--- src/rtl/wb_pipe_register.sv ---
// wb_pipe_register
// Memory-to-writeback pipeline register for the pipelined Y86 core.
//
// Each rising edge loads the memory-stage bundle (m_*) into the writeback
// bundle (w_*). The pipeline control unit can hold the register (w_stall)
// or replace its contents with a NOP bubble (w_bubble). Bubble outranks
// stall.
//
// Once an instruction with a status other than AOK or bubble reaches
// writeback, the register freezes: all fields and counters hold until
// reset.
//
// Ports:
//   clock, reset       rising-edge clock, asynchronous active-high reset
//   w_stall, w_bubble  pipeline control (hold / inject NOP)
//   m_*                memory-stage fields: icode, regA/B, valC/P/A/B/E/M,
//                      cond, stat
//   w_*                registered writeback fields (same set as m_*)
//   halted             sticky: W holds a non-AOK, non-bubble status
//   ctl_err            sticky: stall and bubble were requested together
//   stall_cnt          saturating count of edges where a stall took effect
//   bubble_cnt         saturating count of edges where a bubble took effect
//
// Control semantics: w_stall and w_bubble are level signals sampled at each
// rising edge. There is no handshake. Every output is driven directly by a
// flop, so no input reaches an output combinationally.
module wb_pipe_register #(
  parameter int                WORD_W    = 64,
  parameter int                REG_W     = 4,
  parameter int                ICODE_W   = 4,
  parameter int                STAT_W    = 3,
  parameter int                CNT_W     = 32,
  parameter logic [ICODE_W-1:0] NOP_ICODE = 4'h1,
  parameter logic [REG_W-1:0]   RNONE     = 4'hF,
  parameter logic [STAT_W-1:0]  STAT_AOK  = 3'd1,
  parameter logic [STAT_W-1:0]  STAT_BUB  = 3'd0
) (
  input  logic               clock,
  input  logic               reset,
  input  logic               w_stall,
  input  logic               w_bubble,
  input  logic [ICODE_W-1:0] m_icode,
  input  logic [REG_W-1:0]   m_regA,
  input  logic [REG_W-1:0]   m_regB,
  input  logic [WORD_W-1:0]  m_valC,
  input  logic [WORD_W-1:0]  m_valP,
  input  logic [WORD_W-1:0]  m_valA,
  input  logic [WORD_W-1:0]  m_valB,
  input  logic [WORD_W-1:0]  m_valE,
  input  logic [WORD_W-1:0]  m_valM,
  input  logic               m_cond,
  input  logic [STAT_W-1:0]  m_stat,
  output logic [ICODE_W-1:0] w_icode,
  output logic [REG_W-1:0]   w_regA,
  output logic [REG_W-1:0]   w_regB,
  output logic [WORD_W-1:0]  w_valC,
  output logic [WORD_W-1:0]  w_valP,
  output logic [WORD_W-1:0]  w_valA,
  output logic [WORD_W-1:0]  w_valB,
  output logic [WORD_W-1:0]  w_valE,
  output logic [WORD_W-1:0]  w_valM,
  output logic               w_cond,
  output logic [STAT_W-1:0]  w_stat,
  output logic               halted,
  output logic               ctl_err,
  output logic [CNT_W-1:0]   stall_cnt,
  output logic [CNT_W-1:0]   bubble_cnt
);

  // Decoded action for this edge; a frozen register takes none of them.
  logic do_bubble;
  logic do_stall;
  logic do_load;
  logic load_bad_stat;

  always_comb begin
    do_bubble     = !halted && w_bubble;
    do_stall      = !halted && !w_bubble && w_stall;
    do_load       = !halted && !w_bubble && !w_stall;
    // Only a real instruction with a fault status freezes the pipe; bubbles
    // carry STAT_BUB and must pass through harmlessly.
    load_bad_stat = (m_stat != STAT_AOK) && (m_stat != STAT_BUB);
  end

  // W data fields
  always_ff @(posedge clock or posedge reset) begin
    if (reset) begin
      w_icode <= NOP_ICODE;
      w_regA  <= RNONE;
      w_regB  <= RNONE;
      w_valC  <= '0;
      w_valP  <= '0;
      w_valA  <= '0;
      w_valB  <= '0;
      w_valE  <= '0;
      w_valM  <= '0;
      w_cond  <= 1'b0;
      w_stat  <= STAT_BUB;
    end else if (do_bubble) begin
      w_icode <= NOP_ICODE;
      w_regA  <= RNONE;
      w_regB  <= RNONE;
      w_valC  <= '0;
      w_valP  <= '0;
      w_valA  <= '0;
      w_valB  <= '0;
      w_valE  <= '0;
      w_valM  <= '0;
      w_cond  <= 1'b0;
      w_stat  <= STAT_BUB;
    end else if (do_load) begin
      w_icode <= m_icode;
      w_regA  <= m_regA;
      w_regB  <= m_regB;
      w_valC  <= m_valC;
      w_valP  <= m_valP;
      w_valA  <= m_valA;
      w_valB  <= m_valB;
      w_valE  <= m_valE;
      w_valM  <= m_valM;
      w_cond  <= m_cond;
      w_stat  <= m_stat;
    end
  end

  // Sticky flags. halted rises together with the faulting w_stat.
  // ctl_err is recorded even while frozen.
  always_ff @(posedge clock or posedge reset) begin
    if (reset) begin
      halted  <= 1'b0;
      ctl_err <= 1'b0;
    end else begin
      if (do_load && load_bad_stat) begin
        halted <= 1'b1;
      end
      if (w_stall && w_bubble) begin
        ctl_err <= 1'b1;
      end
    end
  end

  // Saturating event counters
  always_ff @(posedge clock or posedge reset) begin
    if (reset) begin
      stall_cnt  <= '0;
      bubble_cnt <= '0;
    end else begin
      if (do_stall && (stall_cnt != '1)) begin
        stall_cnt <= stall_cnt + 1'b1;
      end
      if (do_bubble && (bubble_cnt != '1)) begin
        bubble_cnt <= bubble_cnt + 1'b1;
      end
    end
  end

endmodule
--- config.mk ---
export PLATFORM = sky130hd
export DESIGN_NAME = wb_pipe_register
export DESIGN_NICKNAME = d
export VERILOG_FILES = /design/src/rtl/wb_pipe_register.sv
export SDC_FILE = /design/constraint.sdc
export NUM_CORES = 1
export LEC_CHECK = 0
export ABC_AREA = 1
export CORE_AREA = 2 2 338 340
export DETAILED_ROUTE_END_ITERATION = 8
export DIE_AREA = 0 0 340 342
export GPL_TIMING_DRIVEN = 1
export PLACE_DENSITY_LB_ADDON = 0.05
export REMOVE_ABC_BUFFERS = 1
export SETUP_SLACK_MARGIN = 0.1
export SYNTH_ARGS = -nofsm -noshare
export SYNTH_HDL_FRONTEND = slang
export SYNTH_SLANG_ARGS = --single-unit
--- constraint.sdc ---
create_clock -name clock -period 30.8 [get_ports clock]
set_clock_uncertainty 0.05 [all_clocks]
set_input_delay 6.16 -clock clock [delete_from_list [all_inputs] [get_ports clock]]
set_output_delay 6.16 -clock clock [all_outputs]
set_load 0.05 [all_outputs]
# --- After elaboration in Yosys (flattened, before gate mapping) ---
# Index checks and enable logic that the tools add are counted.
# W data, S select, Z words.
word_totals:
  out_inout_bits: 466
  wordCells: 56
  ramBits: 0
  mem_bits_ro: 0
  mem_count: 0
  reg_bits: 466
  latchBits: 0
  in_bits: 404
classes:
  multipliers: 0
  muxes: 22
  n_addsub: 2
  n_shift: 0
  n_lt_le_gt_ge: 0
  reduce_logical: 14
  n_eq_ne: 3
  bitwise: 0
  div: 0
op_table:
  columns: ["op", "n"]
  rows:
  - ["$mux W64", 12]
  - ["$add A32 B1 Y32 const B", 2]
  - ["$ne A32 B32 Y1 const B", 2]
  - ["$mux W4", 6]
  - ["$logic_and A1 B1 Y1", 9]
  - ["$mux W3", 2]
  - ["$logic_not A1 Y1", 3]
  - ["$ne A3 B1 Y1 const B", 1]
  - ["$reduce_bool A3 Y1", 1]
  - ["$mux W1", 2]
  - ["$reduce_bool A2 Y1", 1]

# --- Longest topological paths before layout ---
# Gate-level depths: netlist of run 1.
logic_depth:
  depth_word: 5
  depth_mapped: 11
  ltp_nobuf: 10

# --- Least setup slack after synthesis of run 1 ---
# OpenSTA, ideal clock, no wires.
synth_path:
  path_kind: "in2reg"
  from: "input w_bubble"
  to: "register w_valE[48]"
  t_arrival_ns: 7.104
  required_ns: 30.684
  setup_time_ns: 0.066
  n_path_buf: 2
  cell_stages: 7
  path_slack_ns: 23.581
  path_cell_list: "inv_1 nor2_2 inv_1 clkbuf_1 clkbuf_1 nand3_1 nand2_1"
synth_between:
  elab_chain_len: 4
  elab_cells_between_ends: 6
  cone_classes: "mux (1); reduce/logical (5)"
synth_rtl:
  columns: ["item", "line", "text"]
  rows:
  - ["from (decl)", "41", "input logic w_bubble,"]
  - ["$logic_not A1 Y1", "79", "do_load = !halted && !w_bubble && !w_stall;"]
  - ["$logic_and A1 B1 Y1 (2 in a row)", "79", null]
  - ["$reduce_bool A2 Y1 (no source line)", null, null]
  - ["to (signal assigned)", "119", "w_valE <= m_valE;"]
  - ["to (decl)", "60", "output logic [WORD_W-1:0] w_valE,"]
# Parallel ways exist; a longest one is shown, timed or not.
# A chain may end at the register's enable or synchronous reset.

# --- Final worst setup path of run 1 ---
layout_path:
  from: "input w_bubble"
  to: "register w_valM[18]"
layout_between:
  elab_chain_len: 4
  elab_cells_between_ends: 6
  cone_classes: "mux (1); reduce/logical (5)"
layout_rtl:
  columns: ["item", "line", "text"]
  rows:
  - ["$logic_not A1 Y1", "79", null]
  - ["$logic_and A1 B1 Y1 (2 in a row)", "79", null]
  - ["$reduce_bool A2 Y1 (no source line)", null, null]
  - ["to (signal assigned)", "120", "w_valM <= m_valM;"]
  - ["to (decl)", "61", "output logic [WORD_W-1:0] w_valM,"]
# Parallel ways exist; a longest one is shown, timed or not.

==> impl_results.md, run 1 <==
- Overflow after GRT: 0
- Avg Cell Area, Syn: 8.27 um^2
- Worst hold path class: flop to flop
- Critical path arrival: 10.41 ns
- Vias per inst: 4.07
- PwrDens: 50.3 nW/um^2
- Die Y: 342 um
- Worst R2R End: w_valM[18]
- H-tree depth: 3
- Vias in the first global route: 20400
- Final Hold Fails: 0
- Largest net degree at the start of global routing: 185
- Critical R2R Launch: halted
- Rel. slew slack: ~21%
- Multi-input gate area: 7450 um^2
- Drt first-iter violations: 886
- Synth Flop Type: dfrtp_1
- Worst-path clk slew: around 0.050 ns
- Critical Path Fanout Max: 83
- CTS Buffer Depth: 3
- Setup TNS: 0 ns
- RSZ-0062 raised after global routing: no
- Power consumption: 1620 uW
- Port bufs: 869
- # Post-CTS Setup Buffers: 0
- Post-synthesis compound-gate area fraction: less than 1%
- Post-synth top area share: 57.2%
- Cell variety after synth: 28
- Total GRT Usage: about 17%
- Crit-path cells: clkdlybuf4s50_1, nor2_1, nand2_4, buf_4, buf_4, buf_4, nand3_1, nand2_1
- Worst-skew pair later-pin latency: between 0.6 and 0.7 ns
- CTS buffer count: between 60 and 70
- Worst Setup EP: w_valM[18]
- RD Place Congestion: between 0.8 and 0.9
- Most common cell in the netlist: nand2_1
- Worst Tran Pin Value: 1.18 ns
- Post-Place Setup Slack: 20.23 ns
- CP dominant cell by count: buf_4
- TritonCTS clock tree: built
- Die ar.: 116000 um^2
- Num rows: around 120
- CTS Hold Buffers Added: 0
- Detailed Place HPWL: 74100 um
- Final ANT Viol Nets: 0
- Worst setup SP type: primary input
- CP required: approximately 31 ns
- Routed vias: 19500
- Drt wl/cell: 21.2 um
- Initial Util: 17.7%
- Post-synthesis instance total: 2420
- Residual DRC: 0
- Fraction of layout cells with a size suffix above 1: under 10%
- Synth area leaders: dfrtp_1 (57%), nand2_1 (21%), nand3_1 (11%)
- Final worst path period share: between 30% and 40%
- Core box area: 113000 um^2
- Hold depth: 1
- Buf/Inv on CP: 4
- #FFs+latches synth: ~470
- Synthesis-to-finish area growth: 61.4%
- Largest area contributor in the netlist: dfrtp_1
- Final Cell Area: 32300 um^2
- Fin crit period: between 9 and 10 ns
- Cell Area, Placed: roughly 30000 um^2
- Post-CTS Resized: 0
- Largest delay share family, worst path: buffers and inverters
- Flop2flop setup slack: about 27 ns
- Final setup viols: 0
- Synth Area in Adders: less than 1%
- Width of the die: 340 um
- Status: completed
- CP Depth: 8
- Worst Slack Setup Final: 20.90 ns
- Fin. max-slew vios: 0
- Origin of the worst min-delay path: ctl_err
- Seq/Total Area, Yosys: between 50% and 60%
- Num ports: 870
- Drt total wl: between 100000 and 150000 um
- Max incr delay on CP: 0.89 ns
- VDD IR max: 37.1 uV
- Post-synthesis simple-gate area fraction: 35.8%
- Post-synthesis mux area share: 0%
- Critical Path End Type: flop
- Fin util: between 20% and 30%
- Xor/xnor share of the synthesized area: 0.963%
- Largest family of logic cells by synthesized area: simple AND/OR/NAND/NOR gates
- Worst path slowest cell: buf_4
- First-pass DRT Iterations: 5
- Initial antenna violation count: 33
- FILL cells: between 10000 and 15000
- Top cells by count, synth: nand2_1 (1130), dfrtp_1 (457), nand3_1 (435)
- Register area: 11700 um^2
- Post-synth EDFFs: 0
- First-pass GRT wire length: 147000 um
- Clk sinks: 466
- Reg2Reg Depth: 7
- Max-Cap Viols: 0
- CTS Root Cell: clkbuf_16
- Fmax: just over 0.1 GHz
- Asr flop ratio synth: 100%
- CP Launch Point: w_bubble
- Synthesis Warnings: 0
- Fin nets: 3636
- Static leakage: 0.0150 uW
- Area of the mapped netlist: 20000 um^2
- Critical path class: primary input to flop
[worst min-delay path by stage]
stage / endpoint / slack [ns]
floorplan: w_icode[0] / 0.56
global placement: ctl_err / 0.41
detailed placement: ctl_err / 0.42
CTS: ctl_err / 0.43
global route: ctl_err / 0.45
finish: ctl_err / 0.43
[cells by family (layout without fill, tap and decap cells)]
kind of cell               count (synthesis)  count (layout)
adders and majority gates                  2               2
other                                      0               9
xor gates and xnor gates                  22              22
DFF                                      466             466
and+or+nand+nor                         1714            1714
AOI/OAI and AO/OA                         12              12
buffers and inverters                    204            1063
[flip-flops by register name, indices dropped and copies added (netlist names), 32 cells and up]
register	cells
w_valM	64
stall_cnt	32
w_valC	64
w_valA	64
w_valB	64
w_valP	64
w_valE	64
bubble_cnt	32
[power breakdown]
group | internal [uW] | switching (uW)
registers | 634 | 11.8
clock network | 450 | 317
logic | 88.3 | 124
[layout by cell type (no fill, tap or decap), types with 2 or more instances in the layout]
cell and instances:
o21ai_1 3, inv_1 56, o21ai_0 7, xnor2_1 12, clkinv_2 7, clkbuf_1 16, clkinv_8 3, dfstp_2 9
buf_12 2, clkdlybuf4s50_1 869, ha_1 2, nand3_1 435, xor2_1 10, clkbuf_8 17, buf_4 13, nor2_4 4
nor2_1 93, nand2_1 1129, and2_1 2, clkbuf_16 66, inv_6 2, nand2_2 6, dfrtp_1 457, inv_16 3
inv_8 3, nand3b_1 13, diode_2 9, nand4_1 17, inv_2 2, nand2_4 2, nor2_2 12
[area by class of cell]
type / count / area share, %
diodes: 9 / 0.0698
well taps: 1512 / 5.86
flip-flops and latches: 466 / 36.2
clock inverters: 18 / 0.643
inverters: 62 / 0.791
repair buffers: 884 / 27.4
multi-input cells: 1750 / 23.1
clock buffers: 99 / 6.03
[layer usage]
layer | vias up | wire, um | share of wire [%] | track usage [%]
met3 | 158 | 9300 | 9.1 | 7.30
met1 | 9381 | 36900 | 36 | 18.1
met4 | 40 | 2460 | 2.4 | 4.55
met2 | 629 | 52800 | 52 | 30.8
li1 | 9306 | - | - | -
met5 | - | 279 | 0.27 | 0
[per-stage QoR]
step	instances	hold slack, ns
3_5_place_dp	4674	0.419
2_1_floorplan	2278	0.559
4_1_cts	4791	0.435
6_report	4800	0.433
3_3_place_gp	4674	0.413
5_1_grt	4798	0.452
Note: power is estimated with default switching activity, not from simulation.
==> run 2, diff against run 1 <==
CORE_AREA = 2 2 340 342   (was 2 2 338 340)
DIE_AREA = 0 0 342 344   (was 0 0 340 342)
clock period = 10.35 ns   (was 30.8 ns; I/O delays follow)
==> run 2 against run 1 <==
  * First-iteration DRC count decreased by 6.2%
  * Total power increased to 3.0 times the previous value
  * Via count decreased by 0.44%
  * Count of clock-buffer cells in the layout increased by 7
  * Clock power increased to 3.0 times the previous value
  * Combinational power increased to 3.0 times the previous value
  * Register-to-register slack got worse by 20 ns
  * Worst hold slack improved by 0.012 ns
==> impl_results.md, run 2 (synthesis gave the netlist of run 1 again) <==
- Fin crit period: 5.17 ns
- Switch Pwr: 1320 uW (+190%)
- Initial antenna violation count: 47 (+42%)
- Residual DRC: 0 (unchanged)
- TritonCTS clock tree: built
- Routed vias: 19400 (-0.44%)
- Final setup viols: 0 (unchanged)
- CTS Hold Buffers Added: 0 (unchanged)
- Register area: 11700 um^2 (unchanged)
- H-tree depth: 3 (unchanged)
- Status: completed
- Hold endpoint: w_valB[19]
- CP required: 10.85 ns (-20.45 ns)
- Fin util: 28.4% (-0.14 points)
- Worst Slack Setup Final: 5.18 ns (-15.72 ns)
- Sw Share: 27.0% (-0.79 points)
- Critical Path Fanout Max: 187 (+130%)
- First-pass GRT wire length: 147000 um (-0.13%)
- Final worst path period share: 50.0%
- Drt first-iter violations: 831 (-6.2%)
- Overflow after GRT: 0 (unchanged)
- Vias per inst: 4.05 (-0.46%)
- Final ANT Viol Nets: 0 (unchanged)
- Drt wl/cell: 21.6 um (+1.8%)
- Worst Tran Pin Value: 1.19 ns (+0.0136 ns)
- Sequential Power Share: 39.4% (-0.4 points)
- Clk sinks: 466 (unchanged)
- Pint: 3550 uW (+200%)
- Worst-skew pair later-pin latency: 0.61 ns (-0.02 ns)
- Num ports: 870 (unchanged)
- Synthesis-to-finish area growth: 61.7%
- Fin nets: 3634 (-0.055%)
- Total GRT Usage: 17.1% (about the same)
- Fraction of layout cells with a size suffix above 1: 4.58% (-0.12 points)
- Hold depth: 2 (+1)
- CTS Buffer Depth: 3 (unchanged)
- Final Hold Fails: 0 (unchanged)
- Critical path arrival: 5.68 ns (-4.73 ns)
- Critical path class: primary input to flop
- Max-Cap Viols: 0 (unchanged)
- Setup TNS: 0 ns (unchanged)
- RD Place Congestion: 0.846 (+3.9%)
- RSZ-0062 raised after global routing: no
- Largest net degree at the start of global routing: 199 (+7.6%)
- Fmax: 0.193 GHz
- Critical Path End Type: flop
- Port bufs: 869 (unchanged)
- DP Cell Count: 4671 (-0.064%)
- Origin of the worst min-delay path: w_valB[19]
- Vias in the first global route: 20300 (-0.49%)
- Power share of the clock group: 47.6% (+0.4 points)
- # Post-CTS Setup Buffers: 0 (unchanged)
- Commonest non-fill, non-tap cell in the layout: nand2_1
- Detailed Place HPWL: 75300 um (+1.6%)
- Static leakage: 0.0150 uW (+0.14%)
- Combinational power share: 12.9% (-0.2 points)
- Width of the die: 342 um (+0.59%)
- Worst setup SP type: primary input
- Critical R2R Launch: halted
- Drt total wl: 104000 um (+1.9%)
- VDD IR max: 91.5 uV (+150%)
- Initial Util: 17.6% (-0.12 points)
- Die Y: 344 um (+0.58%)
- Worst R2R End: w_valP[58]
- CTS Root Cell: clkbuf_16
- Fin. max-slew vios: 0 (unchanged)
- Post-Place Setup Slack: 4.56 ns (-15.67 ns)
- CTS buffer count: 67 (+1.5%)
- Flop2flop setup slack: 6.73 ns (-19.82 ns)
- Rel. slew slack: 20.6% (-0.91 points)
- Most frequent cells in the layout: nand2_1 (1129), clkdlybuf4s50_1 (869), dfrtp_1 (457)
- Final std cells w/o fill: 4801 (+0.021%)
- First-pass DRT Iterations: 4 (-1)
- FILL cells: 12200 (+1.7%)
- PwrDens: 151 nW/um^2 (+200%)
- Worst-path clk slew: 0.05 ns (about the same)
- Die ar.: 118000 um^2 (+1.2%)
- Reg2Reg Depth: 7 (unchanged)
- Post-CTS Resized: 0 (unchanged)
- Multi-input gate area: 7450 um^2 (unchanged)
- Num rows: 124 (unchanged)
- Hold WS: 0.445 ns (+0.0119 ns)
- Core box area: 114000 um^2 (+0.69%)
- Worst hold path class: flop to flop
[run 2: changes by cell type in the layout (fill, tap and decap cells not counted), sizes merged]
| cell | previous run | this run |
|---|---|---|
| diode | 9 | 11 |
| clkinv | 12 | 9 |
| inv | 66 | 64 |
| buf | 15 | 12 |
| clkinvlp | 1 | 0 |
| bufinv | 1 | 2 |
| clkbuf | 99 | 106 |
[run 2: layout make-up]
class | count | area share [%]
clock inverters | 13 | 0.460
multi-input cells | 1750 | 23.0
clock buffers | 106 | 6.33
diodes | 11 | 0.0851
repair buffers | 881 | 27.4
well taps | 1512 | 5.85
flip-flops and latches | 466 | 36.1
inverters | 62 | 0.789
[run 2: per-stage QoR]
| stage | total power, uW | cell area (um^2) |
|---|---|---|
| finish | 4870 | 32300 |
| global route | 5090 | 32300 |
| CTS | 4990 | 32300 |
| detailed placement | 2590 | 30100 |
| global placement | 2600 | 30100 |
| floorplan | 2250 | 19300 |
[run 2: how the worst max path moves through the flow]
stage | from | slack, ns | endpoint | depth (start not counted)
after floorplan | w_bubble | -7.16 | halted | 5
after global placement | w_bubble | 4.58 | w_valA[20] | 8
after detailed placement | w_bubble | 4.56 | w_valP[58] | 8
after CTS | w_bubble | 5.24 | w_valP[58] | 8
after global routing | w_bubble | 5.00 | w_valE[1] | 8
final | w_bubble | 5.18 | w_valP[58] | 8
[run 2: power groups by stage]
stage               registers (uW)  logic, uW  clock network (uW)
finish                        1920        630                2320
global placement              1950        645                   0
floorplan                     2170       80.9                   0
global route                  1930        666                2500
detailed placement            1950        643                   0
CTS                           1920        644                2420
[run 2: critical path: stages]
cell and delay [ns]:
clkdlybuf4s50_1 0.51, nor2_1 0.10, nand2_4 0.12, buf_12 0.63
buf_4 0.90, buf_4 0.79, nand3_1 0.17, nand2_1 0.10
[run 2: routing by layer]
layer | GRT usage [%] | wire length (um) | vias to the layer above
met5 | 0 | 409 | -
met4 | 4.41 | 2540 | 64
met3 | 8.21 | 10200 | 178
met2 | 31.1 | 54000 | 605
met1 | 17.4 | 36400 | 9268
li1 | - | - | 9314
==> run 3, diff against run 2 <==
CORE_AREA = 2 2 336 338   (was 2 2 340 342)
DIE_AREA = 0 0 338 340   (was 0 0 342 344)
clock period = 4.4 ns   (was 10.35 ns; I/O delays follow)
==> run 3 against run 2 <==
  * Total power is 130% higher
  * Critical endpoint is now bubble_cnt[15]
  * Die area is 2.3% lower
  * Largest power group unchanged
  * Highest routed layer unchanged
  * Final cell count increased by 0.12%
  * Sequential power increased by 140%
  * Count of clock-buffer cells in the layout is 6 lower
==> impl_results.md, run 3 (synthesis gave the netlist of run 1 again) <==
- Status: completed
- Vias per inst: 4.05 (about the same)
- Most frequent cells in the layout: nand2_1 (1129), clkdlybuf4s50_1 (869), dfrtp_1 (457)
- First-pass DRT Iterations: 5 (+1)
- Worst setup SP type: flop
- RD Place Congestion: 0.806 (-4.7%)
- Fraction of layout cells with a size suffix above 1: 4.86% (+0.29 points)
- CP Launch Point: bubble_cnt[15]
- CTS Hold Buffers Added: 0 (unchanged)
- Worst path slowest cell: clkdlybuf4s50_1
- Fin. max-slew vios: 0 (unchanged)
- Post-Place Setup Slack: 1.07 ns (-3.49 ns)
- Worst R2R End: stall_cnt[13]
- Worst Tran Pin Value: 1.10 ns (-0.0914 ns)
- Initial antenna violation count: 45 (-4.3%)
- Critical Path End Type: output pin
- Final ANT Viol Nets: 0 (unchanged)
- Die Y: 340 um (-1.2%)
- Rel. slew slack: 26.7% (+6.1 points)
- Final Hold Fails: 0 (unchanged)
- Initial Util: 17.9% (+0.36 points)
- Overflow after GRT: 0 (unchanged)
- Crit-path cells: clkdlybuf4s50_1
- CP required: 3.47 ns (-7.38 ns)
- Fmax: between 0.3 and 0.4 GHz
- Worst-path clk slew: 0.06 ns (about the same)
- Buf/Inv on CP: 1 (-3)
- Worst hold path class: flop to flop
- Synthesis-to-finish area growth: 62.0%
- Num ports: 870 (unchanged)
- Final worst path period share: 68.7%
- Port bufs: 869 (unchanged)
- H-tree depth: 2 (-1)
- CTS Buffer Depth: 3 (unchanged)
- Drt first-iter violations: 880 (+5.9%)
- CP Depth: 1 (-7)
- Max incr delay on CP: 0.91 ns (about the same)
- PwrDens: 343 nW/um^2 (+130%)
- Largest net degree at the start of global routing: 147 (-26%)
- CTS Root Cell: clkbuf_16
- Vias in the first global route: 20200 (-0.50%)
- VDD IR max: 321 uV (+250%)
- Static leakage: 0.0151 uW (+0.24%)
- Routed vias: 19500 (+0.13%)
- Critical path class: flop to output pin
- Clk sinks: 466 (unchanged)
- Worst Setup EP: bubble_cnt[15]
- Drt total wl: 101000 um (-2.4%)
- Cell Area, Placed: 30400 um^2 (+0.78%)
- Reg2Reg Depth: 10 (+3)
- Flop2flop setup slack: 1.76 ns (-4.97 ns)
- Final Cell Area: 32400 um^2 (+0.20%)
- Width of the die: 338 um (-1.2%)
- Die ar.: 115000 um^2 (-2.3%)
- Post-CTS Resized: 0 (unchanged)
- First-pass GRT wire length: 145000 um (-1.6%)
- Commonest non-fill, non-tap cell in the layout: nand2_1
- Detailed Place HPWL: 74700 um (-0.86%)
- Residual DRC: 0 (unchanged)
- # Post-CTS Setup Buffers: 0 (unchanged)
- Worst-skew pair later-pin latency: 0.65 ns (+0.04 ns)
- TritonCTS clock tree: built
- Fin crit period: 3.02 ns
- Total GRT Usage: 17.1% (+0.026 points)
- Largest delay share family, worst path: buffers and inverters
- Core box area: 112000 um^2 (-2.0%)
- Fin nets: 3647 (+0.36%)
- Power consumption: 11100 uW (+130%)
- RSZ-0062 raised after global routing: no
- Critical Path Fanout Max: 7 (-96%)
- Num rows: 123 (-0.81%)
- Critical path arrival: 2.09 ns (-3.59 ns)
- Final setup viols: 0 (unchanged)
- Worst Slack Setup Final: 1.38 ns (-3.80 ns)
- Critical R2R Launch: stall_cnt[0]
- Max-Cap Viols: 0 (unchanged)
- Drt wl/cell: 21.0 um (-2.6%)
- CTS buffer count: 60 (-10%)
[run 3: cell types whose count changed in the layout (fill, tap and decap cells not counted), sizes merged]
| cell | change |
|---|---|
| clkinvlp | +1 |
| inv | -1 |
| clkbuf | -6 |
| bufinv | +1 |
| diode | +5 |
| buf | +20 |
| clkinv | -2 |
[run 3: where the power goes]
group          total, uW  leakage [uW]  internal (uW)  switching, uW
clock network       5100      0.000986           3010           2090
registers           4520       0.00627           4430           82.4
logic               1490       0.00782            625            867
total              11100        0.0151           8070           3040
[run 3: layout make-up]
cell class / count / area (um^2)
fill: 11900 / 79200
sequential: 466 / 11700
timing repair buffer: 901 / 9100
multi-input combinational: 1750 / 7450
tap: 1500 / 1880
clock buffer: 100 / 1840
inverter: 62 / 255
clock inverter: 12 / 168
antenna: 16 / 40.0
[run 3: worst min path at each step]
stage / from / to / slack [ns] / cells after the start
2_1_floorplan: w_icode[0] / w_icode[0] / 0.56 / 2
3_3_place_gp: ctl_err / ctl_err / 0.42 / 1
3_5_place_dp: ctl_err / ctl_err / 0.42 / 1
4_1_cts: ctl_err / ctl_err / 0.44 / 1
5_1_grt: w_regB[3] / w_regB[3] / 0.46 / 2
6_report: ctl_err / ctl_err / 0.44 / 1
[run 3: metrics by stage]
step	instances	util, %	hold WS [ns]	setup TNS, ns
after global routing	4803	29.0	0.457	0
after CTS	4791	29.0	0.442	0
after global placement	4679	27.2	0.421	0
after detailed placement	4679	27.2	0.424	0
after floorplan	2278	-	0.559	-9008.78
final	4807	29.0	0.436	0
[run 3: per-layer routing]
| layer | vias to the layer above | global-route usage [%] | wire length (um) |
|---|---|---|---|
| met4 | 52 | 6.65 | 3640 |
| met1 | 9281 | 17.8 | 36100 |
| met3 | 178 | 7.98 | 10100 |
| met2 | 610 | 29.6 | 50800 |
| li1 | 9334 | - | - |
| met5 | - | 0 | 338 |
